===== src/rtl/tank_life_if.sv =====
// -----------------------------------------------------------------------------
// tank_life_if
// Bundle between the game logic / tank datapath and tank_life_ctrl.
//
// Signals:
//   startOfFrame : one-cycle pulse at each frame start        (game -> ctrl)
//   startGame    : start key level, rising edge acts          (game -> ctrl)
//   tankHit      : missile hit on this tank, level or pulse   (game -> ctrl)
//   runEn        : movement enable for the tank mover         (ctrl -> tank)
//   resetPos     : position reload for the tank mover         (ctrl -> tank)
//   tankVisible  : sprite draw enable                         (ctrl -> tank)
//   livesLeft    : remaining lives, 3 bits                    (ctrl -> HUD)
//   gameOver     : high while the game is over                (ctrl -> HUD)
//   state        : current sequencer state, 3 bits            (ctrl -> HUD)
//
// Modports: master = game logic side, slave = tank_life_ctrl.
// -----------------------------------------------------------------------------
interface tank_life_if;
    logic       startOfFrame;
    logic       startGame;
    logic       tankHit;
    logic       runEn;
    logic       resetPos;
    logic       tankVisible;
    logic [2:0] livesLeft;
    logic       gameOver;
    logic [2:0] state;

    modport master (
        output startOfFrame, startGame, tankHit,
        input  runEn, resetPos, tankVisible, livesLeft, gameOver, state
    );

    modport slave (
        input  startOfFrame, startGame, tankHit,
        output runEn, resetPos, tankVisible, livesLeft, gameOver, state
    );
endinterface


===== src/rtl/tank_life_ctrl.sv =====
// -----------------------------------------------------------------------------
// tank_life_ctrl
// Round and lives sequencer for one player tank. Walks the tank through
// IDLE -> SPAWN -> COUNTDOWN -> RUN -> HIT -> (SPAWN | GAME_OVER), counting
// all delays in frames, blinking the sprite while spawning or hit, and
// tracking remaining lives.
//
// Parameters:
//   LIVES        : lives loaded at game start (1..7)
//   SPAWN_FRAMES : countdown frames before the tank may move (1..255)
//   HIT_FRAMES   : frames frozen after a hit (1..255)
//   BLINK_PERIOD : frames per visible/invisible half-cycle (1..255)
//
// Ports:
//   clk    : system clock
//   resetN : asynchronous active-low reset
//   bus    : tank_life_if.slave (frame pulse, start key, hit in;
//            runEn, resetPos, tankVisible, livesLeft, gameOver, state out)
//
// All outputs are registered; each one is computed from the next state so it
// changes on the same edge as the transition.
// -----------------------------------------------------------------------------
module tank_life_ctrl #(
    parameter int LIVES        = 3,
    parameter int SPAWN_FRAMES = 60,
    parameter int HIT_FRAMES   = 45,
    parameter int BLINK_PERIOD = 8
) (
    input  logic       clk,
    input  logic       resetN,
    tank_life_if.slave bus
);

    localparam logic [2:0] ST_IDLE      = 3'd0;
    localparam logic [2:0] ST_SPAWN     = 3'd1;
    localparam logic [2:0] ST_COUNTDOWN = 3'd2;
    localparam logic [2:0] ST_RUN       = 3'd3;
    localparam logic [2:0] ST_HIT       = 3'd4;
    localparam logic [2:0] ST_GAMEOVER  = 3'd5;

    localparam logic [2:0] LIVES_INIT = 3'(LIVES);
    localparam logic [7:0] SPAWN_LAST = 8'(SPAWN_FRAMES - 1);
    localparam logic [7:0] HIT_LAST   = 8'(HIT_FRAMES - 1);
    localparam logic [7:0] BLINK_LAST = 8'(BLINK_PERIOD - 1);

    logic [2:0] r_state;
    logic [2:0] w_nextState;

    logic [7:0] r_frameCnt;
    logic [7:0] r_blinkCnt;
    logic [2:0] r_livesLeft;
    logic       r_startPrev;

    logic       r_runEn;
    logic       r_resetPos;
    logic       r_tankVisible;
    logic       r_gameOver;

    logic       w_startEdge;
    logic       w_counting;
    logic       w_frameLast;
    logic       w_frameDone;
    logic       w_blinkWrap;
    logic       w_hitTaken;

    logic [7:0] w_frameCntNext;
    logic [7:0] w_blinkCntNext;
    logic [2:0] w_livesNext;

    logic       w_runEnNext;
    logic       w_resetPosNext;
    logic       w_visNext;
    logic       w_gameOverNext;

    // startPrev powers up high so a key already held at reset is not an edge
    assign w_startEdge = bus.startGame & ~r_startPrev;

    // COUNTDOWN and HIT share the same frame/blink counting machinery
    assign w_counting  = (r_state == ST_COUNTDOWN) || (r_state == ST_HIT);
    assign w_frameLast = (r_state == ST_HIT) ? (r_frameCnt == HIT_LAST)
                                             : (r_frameCnt == SPAWN_LAST);
    assign w_frameDone = w_counting & bus.startOfFrame & w_frameLast;
    assign w_blinkWrap = w_counting & bus.startOfFrame & (r_blinkCnt == BLINK_LAST);

    // a hit only counts in RUN; hits during HIT must not decrement again
    assign w_hitTaken  = (r_state == ST_RUN) & bus.tankHit;

    // -------------------------------------------------------------------------
    // State register
    // -------------------------------------------------------------------------
    always_ff @(posedge clk or negedge resetN) begin
        if (!resetN) begin
            r_state <= ST_IDLE;
        end else begin
            r_state <= w_nextState;
        end
    end

    // -------------------------------------------------------------------------
    // Next-state logic
    // -------------------------------------------------------------------------
    always_comb begin
        w_nextState = r_state;
        case (r_state)
            ST_IDLE: begin
                if (w_startEdge) w_nextState = ST_SPAWN;
            end
            ST_SPAWN: begin
                w_nextState = ST_COUNTDOWN;
            end
            ST_COUNTDOWN: begin
                if (w_frameDone) w_nextState = ST_RUN;
            end
            ST_RUN: begin
                if (bus.tankHit) w_nextState = ST_HIT;
            end
            ST_HIT: begin
                if (w_frameDone) begin
                    w_nextState = (r_livesLeft == 3'd0) ? ST_GAMEOVER : ST_SPAWN;
                end
            end
            ST_GAMEOVER: begin
                if (w_startEdge) w_nextState = ST_SPAWN;
            end
            default: begin
                // codes 6 and 7 recover to IDLE
                w_nextState = ST_IDLE;
            end
        endcase
    end

    // -------------------------------------------------------------------------
    // Output logic (next-cycle output values, registered below)
    // -------------------------------------------------------------------------
    always_comb begin
        w_runEnNext    = 1'b0;
        w_resetPosNext = 1'b0;
        w_visNext      = 1'b0;
        w_gameOverNext = 1'b0;
        case (w_nextState)
            ST_IDLE: begin
                w_resetPosNext = 1'b1;
            end
            ST_SPAWN: begin
                w_resetPosNext = 1'b1;
                w_visNext      = 1'b1;
            end
            ST_COUNTDOWN, ST_HIT: begin
                // visible on entry, then toggled each time the blink counter wraps
                if (w_nextState != r_state) begin
                    w_visNext = 1'b1;
                end else begin
                    w_visNext = r_tankVisible ^ w_blinkWrap;
                end
            end
            ST_RUN: begin
                w_runEnNext = 1'b1;
                w_visNext   = 1'b1;
            end
            ST_GAMEOVER: begin
                w_gameOverNext = 1'b1;
            end
            default: begin
                w_resetPosNext = 1'b1;
            end
        endcase
    end

    // frame/blink counters: cleared on SPAWN and on a hit, advanced per frame
    // while counting; they wrap to 0 rather than running past their limit
    always_comb begin
        w_frameCntNext = r_frameCnt;
        w_blinkCntNext = r_blinkCnt;
        if ((r_state == ST_SPAWN) || w_hitTaken) begin
            w_frameCntNext = 8'd0;
            w_blinkCntNext = 8'd0;
        end else if (w_counting && bus.startOfFrame) begin
            w_frameCntNext = w_frameLast ? 8'd0 : (r_frameCnt + 8'd1);
            w_blinkCntNext = w_blinkWrap ? 8'd0 : (r_blinkCnt + 8'd1);
        end
    end

    // lives: reload on a start edge from IDLE/GAME_OVER, saturating decrement on a hit
    always_comb begin
        w_livesNext = r_livesLeft;
        if (((r_state == ST_IDLE) || (r_state == ST_GAMEOVER)) && w_startEdge) begin
            w_livesNext = LIVES_INIT;
        end else if (w_hitTaken && (r_livesLeft != 3'd0)) begin
            w_livesNext = r_livesLeft - 3'd1;
        end
    end

    always_ff @(posedge clk or negedge resetN) begin
        if (!resetN) begin
            r_frameCnt    <= 8'd0;
            r_blinkCnt    <= 8'd0;
            r_livesLeft   <= LIVES_INIT;
            r_startPrev   <= 1'b1;
            r_runEn       <= 1'b0;
            r_resetPos    <= 1'b1;
            r_tankVisible <= 1'b0;
            r_gameOver    <= 1'b0;
        end else begin
            r_frameCnt    <= w_frameCntNext;
            r_blinkCnt    <= w_blinkCntNext;
            r_livesLeft   <= w_livesNext;
            r_startPrev   <= bus.startGame;
            r_runEn       <= w_runEnNext;
            r_resetPos    <= w_resetPosNext;
            r_tankVisible <= w_visNext;
            r_gameOver    <= w_gameOverNext;
        end
    end

    assign bus.runEn       = r_runEn;
    assign bus.resetPos    = r_resetPos;
    assign bus.tankVisible = r_tankVisible;
    assign bus.livesLeft   = r_livesLeft;
    assign bus.gameOver    = r_gameOver;
    assign bus.state       = r_state;

endmodule


===== src/flat_wrapper.sv =====
// flat-port wrapper written by rule: the top's interface ports become plain ports
module tank_life_ctrl_flat 
#(
    parameter int LIVES        = 3,
    parameter int SPAWN_FRAMES = 60,
    parameter int HIT_FRAMES   = 45,
    parameter int BLINK_PERIOD = 8
)
  (clk, resetN, bus_startOfFrame, bus_startGame, bus_tankHit, bus_runEn, bus_resetPos, bus_tankVisible, bus_livesLeft, bus_gameOver, bus_state);
  tank_life_if bus_i ();
  input  logic clk;
  input  logic resetN;
  input wire logic [$bits(bus_i.startOfFrame)-1:0] bus_startOfFrame;
  input wire logic [$bits(bus_i.startGame)-1:0] bus_startGame;
  input wire logic [$bits(bus_i.tankHit)-1:0] bus_tankHit;
  output wire logic [$bits(bus_i.runEn)-1:0] bus_runEn;
  output wire logic [$bits(bus_i.resetPos)-1:0] bus_resetPos;
  output wire logic [$bits(bus_i.tankVisible)-1:0] bus_tankVisible;
  output wire logic [$bits(bus_i.livesLeft)-1:0] bus_livesLeft;
  output wire logic [$bits(bus_i.gameOver)-1:0] bus_gameOver;
  output wire logic [$bits(bus_i.state)-1:0] bus_state;
  assign bus_i.startOfFrame = bus_startOfFrame;
  assign bus_i.startGame = bus_startGame;
  assign bus_i.tankHit = bus_tankHit;
  assign bus_runEn = bus_i.runEn;
  assign bus_resetPos = bus_i.resetPos;
  assign bus_tankVisible = bus_i.tankVisible;
  assign bus_livesLeft = bus_i.livesLeft;
  assign bus_gameOver = bus_i.gameOver;
  assign bus_state = bus_i.state;
  tank_life_ctrl #(.LIVES(LIVES), .SPAWN_FRAMES(SPAWN_FRAMES), .HIT_FRAMES(HIT_FRAMES), .BLINK_PERIOD(BLINK_PERIOD)) u_core (.clk(clk), .resetN(resetN), .bus(bus_i));
endmodule

===== config.mk =====
export PLATFORM = sky130hd
export DESIGN_NAME = tank_life_ctrl_flat
export DESIGN_NICKNAME = d
export VERILOG_FILES = /design/src/rtl/tank_life_if.sv /design/src/rtl/tank_life_ctrl.sv /design/src/flat_wrapper.sv
export SDC_FILE = /design/constraint.sdc
export NUM_CORES = 1
export LEC_CHECK = 0
export BUFFER_PORTS_ARGS = -buffer_cell sky130_fd_sc_hd__buf_4
export CAP_MARGIN = 5
export CORE_AREA = 5 5 80 82
export DETAILED_ROUTE_END_ITERATION = 8
export DIE_AREA = 0 0 85 87
export RECOVER_POWER = 50
export SETUP_SLACK_MARGIN = 0.1
export SYNTH_ARGS = -nofsm -noshare
export SYNTH_HDL_FRONTEND = slang
export SYNTH_SLANG_ARGS = --single-unit

===== constraint.sdc =====
create_clock -name clk -period 4.8 [get_ports clk]
set_input_delay 0.96 -clock clk [delete_from_list [all_inputs] [get_ports clk]]
set_output_delay 0.96 -clock clk [all_outputs]
set_load 0.02 [all_outputs]

* Word-level counts from Yosys, hierarchy flattened
Cells that the tools add are included.
** Storage, ports and cells
- Register bits after elaboration :: 27
- Logic and storage cells :: 68
- Output and inout bits :: 10
** Operators by class
- Muxes and demuxes :: 20
- Bitwise operators :: 7
- Reduce and logical (&&, ||, !) cells :: 15
- Add/sub/neg operators :: 3
- Eq/ne operators :: 14
** Operator list (number)
- two-way mux 8 bit :: 6
- two-way mux 3 bit :: 7
- adder 8 x 1 -> 8 bit, second input constant :: 2
- == test 8 x 6 -> 1 bit, second input constant :: 2
- case mux 3 bit (5 select lines) :: 1
- == test 3 x 2 -> 1 bit, second input constant :: 4
- == test 3 bit, second input constant :: 4
- == test 8 x 3 -> 1 bit, second input constant :: 1
- == test 3 x 1 -> 1 bit, second input constant :: 2
- zero test 3 bit :: 2
- OR reduction 2 bit :: 3
- AND 1 bit :: 5
- two-way mux 1 bit :: 5
- nonzero test 2 bit :: 2
- OR reduction 4 bit :: 1
- logical AND 1 bit :: 3
- logical OR 1 bit :: 3
- inequality test 3 bit :: 1
- nonzero test 3 bit :: 1
- subtractor 3 x 1 -> 3 bit, second input constant :: 1
- case mux 1 bit (2 select lines) :: 1
- inverter 1 bit :: 1
- XOR 1 bit :: 1

* Depth between registers and ports, before layout
- Word-level depth :: 9
- Mapped depth :: 7
- Depth with buffers taken out :: 7

* Worst setup path after synthesis
OpenSTA, ideal clock, no wires.
- Kind :: input to register
- From :: input bus_startOfFrame
- To :: register u_core.r_tankVisible, in the netlist u_core.bus.tankVisible
- Arrival :: 2112 ps
- Buffers on the path :: 0
- Path slack :: 2564 ps
- Cell stages on the path :: 5
- Required time :: 4675 ps
- Cell sequence :: nor2b_1 > nor2b_1 > a41oi_1 > a2bb2oi_1 > mux2_2
** Between the ends
- Longest elaborated chain between the ends :: 7
** RTL lines
- from (decl) :: line flat_wrapper.sv:13 : input wire logic [$bits(bus_i.startOfFrame)-1:0] bus_startOfFrame;
- AND 1 bit * :: line tank_life_ctrl.sv:82, tank_life_ctrl.sv:83
- AND 1 bit :: line tank_life_ctrl.sv:82 : assign w_frameDone = w_counting & bus.startOfFrame & w_frameLast;
- two-way mux 3 bit (on tied branches) :: line tank_life_ctrl.sv:118, tank_life_ctrl.sv:112
- case mux 3 bit (5 select lines) :: line tank_life_ctrl.sv:104 : case (r_state)
- inequality test 3 bit, or another cell as far along :: line tank_life_ctrl.sv:150 : if (w_nextState != r_state) begin
- two-way mux 1 bit, or another cell as far along :: line tank_life_ctrl.sv:150
- case mux 1 bit (2 select lines) * :: line tank_life_ctrl.sv:140 : case (w_nextState)
- via u_core.w_visNext :: line tank_life_ctrl.sv:72 : logic w_visNext;
- to (signal assigned) :: line tank_life_ctrl.sv:210 : r_tankVisible <= w_visNext;
- to (decl) :: line tank_life_ctrl.sv:56 : logic r_tankVisible;
The timed path passes the listed nets; every way through them passes the cells marked *.
A chain may end at the register's enable or synchronous reset.

* Worst setup path after layout
- From :: register u_core.r_state[2], in the netlist u_core.bus.state[2]
- To :: register u_core.r_frameCnt[6]
** Between the ends
- Longest elaborated chain between the ends :: 5
** RTL lines
- from (decl) :: line tank_life_ctrl.sv:46 : logic [2:0] r_state;
- from (signal assigned) :: line tank_life_ctrl.sv:95 : r_state <= w_nextState;
- == test 3 bit :: line tank_life_ctrl.sv:79, tank_life_ctrl.sv:80
- two-way mux 1 bit :: line tank_life_ctrl.sv:80 : assign w_frameLast = (r_state == ST_HIT) ? (r_frameCnt == HIT_LAST)
- two-way mux 8 bit :: line tank_life_ctrl.sv:178 : w_frameCntNext = w_frameLast ? 8'd0 : (r_frameCnt + 8'd1);
- two-way mux 8 bit :: line tank_life_ctrl.sv:177 : end else if (w_counting && bus.startOfFrame) begin
- two-way mux 8 bit :: line tank_life_ctrl.sv:174 : if ((r_state == ST_SPAWN) || w_hitTaken) begin
- to (signal assigned) :: line tank_life_ctrl.sv:204 : r_frameCnt <= w_frameCntNext;
- to (decl) :: line tank_life_ctrl.sv:49 : logic [7:0] r_frameCnt;
Parallel ways exist; a longest one is shown, timed or not. The select of a mux whose other input is x is not followed.

==> metrics.txt <==
Syn Nets=167; number of remaining DRC errors=0; Setup Fix Bufs, Post-CTS=0; CTS Buf Count=3; Commonest cells post-synth=dfrtp_1, nor2_1, nand2_1; Post-DP Area=1688 µm²; NumNets Final=180; Top delay family on crit path=compound AO/OA/AOI/OAI gates; Startpoint Class=flip-flop; Critical-path top delay cell=a21oi_1; FILL cells=approximately 600; critical path type=flip-flop to flip-flop; most common cell in the netlist=dfrtp_1; Area Growth Syn to Fin=13.97%; Synth area leaders=dfrtp_1, xor2_1, dfstp_2, nor2_1, nand2_1; pin count of the biggest net entering global routing=28; async set-or-reset flop fraction in the synthesized netlist=1.000; crit path DAT=2.52 ns; Tcrit/Tclk final=0.4836; Post-Route WL=3044 µm; unrepaired setup endpoints after global routing=no; clk_lat worst skew=0.26 ns; fraction of layout cells with a size suffix above 1=0.1353; CP bufs+invs=0; sequential-to-total area share from yosys stat=0.4496; crit path capture type=flip-flop; Max Cap Violations=0; Post-synth EDFFs=0; status=finished, final reports clean; Slew @ Worst Pin=about 1.4 ns; Slew HR=0.08213; CTS tree=built; initial antenna violation count=0; ys flop type=dfrtp_1; Lkg Pwr=0.0007887 µW; Die Wd=85 µm; routed wire length per instance=about 12 µm; GPL Wtd Cong=about 0.83; ANT nets after route=0; DP Wirelength=2292 µm; yosys synthesis warning count=0; row count=28; power density over the cells=between 400 and 500 nW/µm²; final global-route overflow total=0; minimum clock period=2.321 ns; count of final setup violators=0; Yosys top cell area share=0.3802; design area=1725 µm²; clock sinks=27; die area=roughly 7400 µm²; VDD IR-drop max=around 0.00028 V; post-synthesis cell area=1514 µm²; core area=roughly 5700 µm²; Tot GR Track Use=0.08941; final hold violations=0; CP Max Fanout=16; cell count after synthesis=158; initial DRC count=90; Cell Chain, Critical Path=nand2b_1, a21oi_1, o21ai_0, or3_1, a21oi_1; H-Tree Depth=1; # IOs=15; Seq. cell area=between 600 and 700 µm²; vias in the first global route=1097; Synth area leader=dfrtp_1; Fmax=0.4308 GHz; vias per inst=4.718; Initial Utilization=0.2668; Distinct cells, synth=slightly above 40; Final Max Tran Viols=0; fin cells=245; first-pass GRT wire length=5375 µm; Inst Count DP=241; CTS root buffer=clkbuf_8; footprint of the multi-input gates=785.8 µm²; Clock Skew=0.002794 ns; Inserted Diodes=0; clk buf depth=2; Detailed Routing Iterations Pass 1=4; Yosys reg bits=27; Req. time, crit path=~5 ns; max incr delay on CP=0.66 ns; Post-CTS Hold Buffers=0; most frequent CP cell=a21oi_1; clk slew on worst S/H paths=0.09 ns; PortBufs=14; routed via count=1156; Hold Path Class=flip-flop to flip-flop; Post-Route Setup TNS=0 ns; Avg Inst Size Synth=9.582 µm²; Chip Height=a little under 90 µm; cts repair resizes=0
cells by family (layout without fill, tap and decap cells):
| group | after synthesis | in the layout | synth area share |
|---|---|---|---|
| buf+inv | 12 | 24 | 0.03140 |
| mux | 2 | 2 | 0.01735 |
| simple gates | 65 | 65 | 0.2355 |
| fa+ha+maj | 4 | 4 | 0.03306 |
| compound gates | 32 | 32 | 0.1405 |
| xor+xnor | 16 | 16 | 0.09257 |
| flops | 27 | 27 | 0.4496 |
cell type report:
type / count / share of cell area
repair buffers: 14 / 0.05656
well taps: 75 / 0.05439
multi-input cells: 119 / 0.4554
inverters: 6 / 0.01305
clock buffers: 4 / 0.02611
flip-flops and latches: 27 / 0.3945
layer usage:
layer / up-vias / track usage / routed length (µm)
met5: - / 0 / 0
met3: 2 / 0.01987 / 134
met2: 33 / 0.1384 / 1412
met4: 0 / 0.02158 / 29
met1: 538 / 0.1266 / 1467
li1: 583 / - / -
cells in the final DEF, fill, tap and decap left out, types with 2 or more instances in the layout:
cell type and count:
clkbuf_8 3, o21ai_0 4, nand3b_1 3, xnor2_1 3
a21oi_1 10, nor3_1 3, inv_1 5, dfstp_2 3
nand2_1 14, nand3_1 2, nor2b_1 4, buf_4 12
and3_1 3, o21ai_1 3, ha_1 4, clkbuf_1 3
o211ai_1 2, dfrtp_1 23, and4_1 2, and4b_1 2
nor2_1 16, xor2_1 13, o2111ai_1 5, a2bb2oi_1 3
or3_1 2, nand2b_1 6
registers in the layout, summed over array words and instances (netlist names):
name and count:
u_core.bus.gameOver 1, u_core.bus.livesLeft 3, u_core.bus.resetPos 1, u_core.bus.runEn 1, u_core.bus.state 3, u_core.bus.tankVisible 1, u_core.r_blinkCnt 8, u_core.r_frameCnt 8
u_core.r_startPrev 1
tightest hold or removal path: stages (launching register included):
cell and delay (ns):
dfrtp_1 0.37, xor2_1 0.07, nor2_1 0.07
where the power goes:
part	total, µW	switching, µW	internal, µW	leakage, µW
Clock	125	65.5	59.3	0.0000228
Sequential	387	92.2	295	0.000350
Combinational	336	188	148	0.000416
worst paths after layout:
kind / from / endpoint / cells past startpoint / slack, ns
hold reg to reg: u_core.r_frameCnt[7] / u_core.r_frameCnt[7] / 2 / 0.55
setup reg to reg: u_core.bus.state[2] / u_core.r_frameCnt[6] / 5 / 2.48
setup / recovery: u_core.bus.state[2] / u_core.r_frameCnt[6] / 5 / 2.48
hold / removal: u_core.r_frameCnt[7] / u_core.r_frameCnt[7] / 2 / 0.55
max in group asynchronous: resetN / u_core.bus.state[1] / 1 / 3.00
min in group asynchronous: resetN / u_core.r_frameCnt[5] / 1 / 0.99
metrics by stage:
step / total power [µW] / worst slack (ns) / utilization / hold WS, ns
6_report: 847.7 / 2.479 / 0.3040 / 0.5517
5_1_grt: 926.7 / 2.254 / 0.3040 / 0.5748
4_1_cts: 860.7 / 2.505 / 0.3053 / 0.5580
3_5_place_dp: 732.4 / 2.257 / 0.2974 / 0.5348
3_3_place_gp: 731.1 / 2.316 / 0.2974 / 0.5235
2_1_floorplan: 625.9 / 2.564 / - / 0.5055
(Power assumes the default switching activity.)
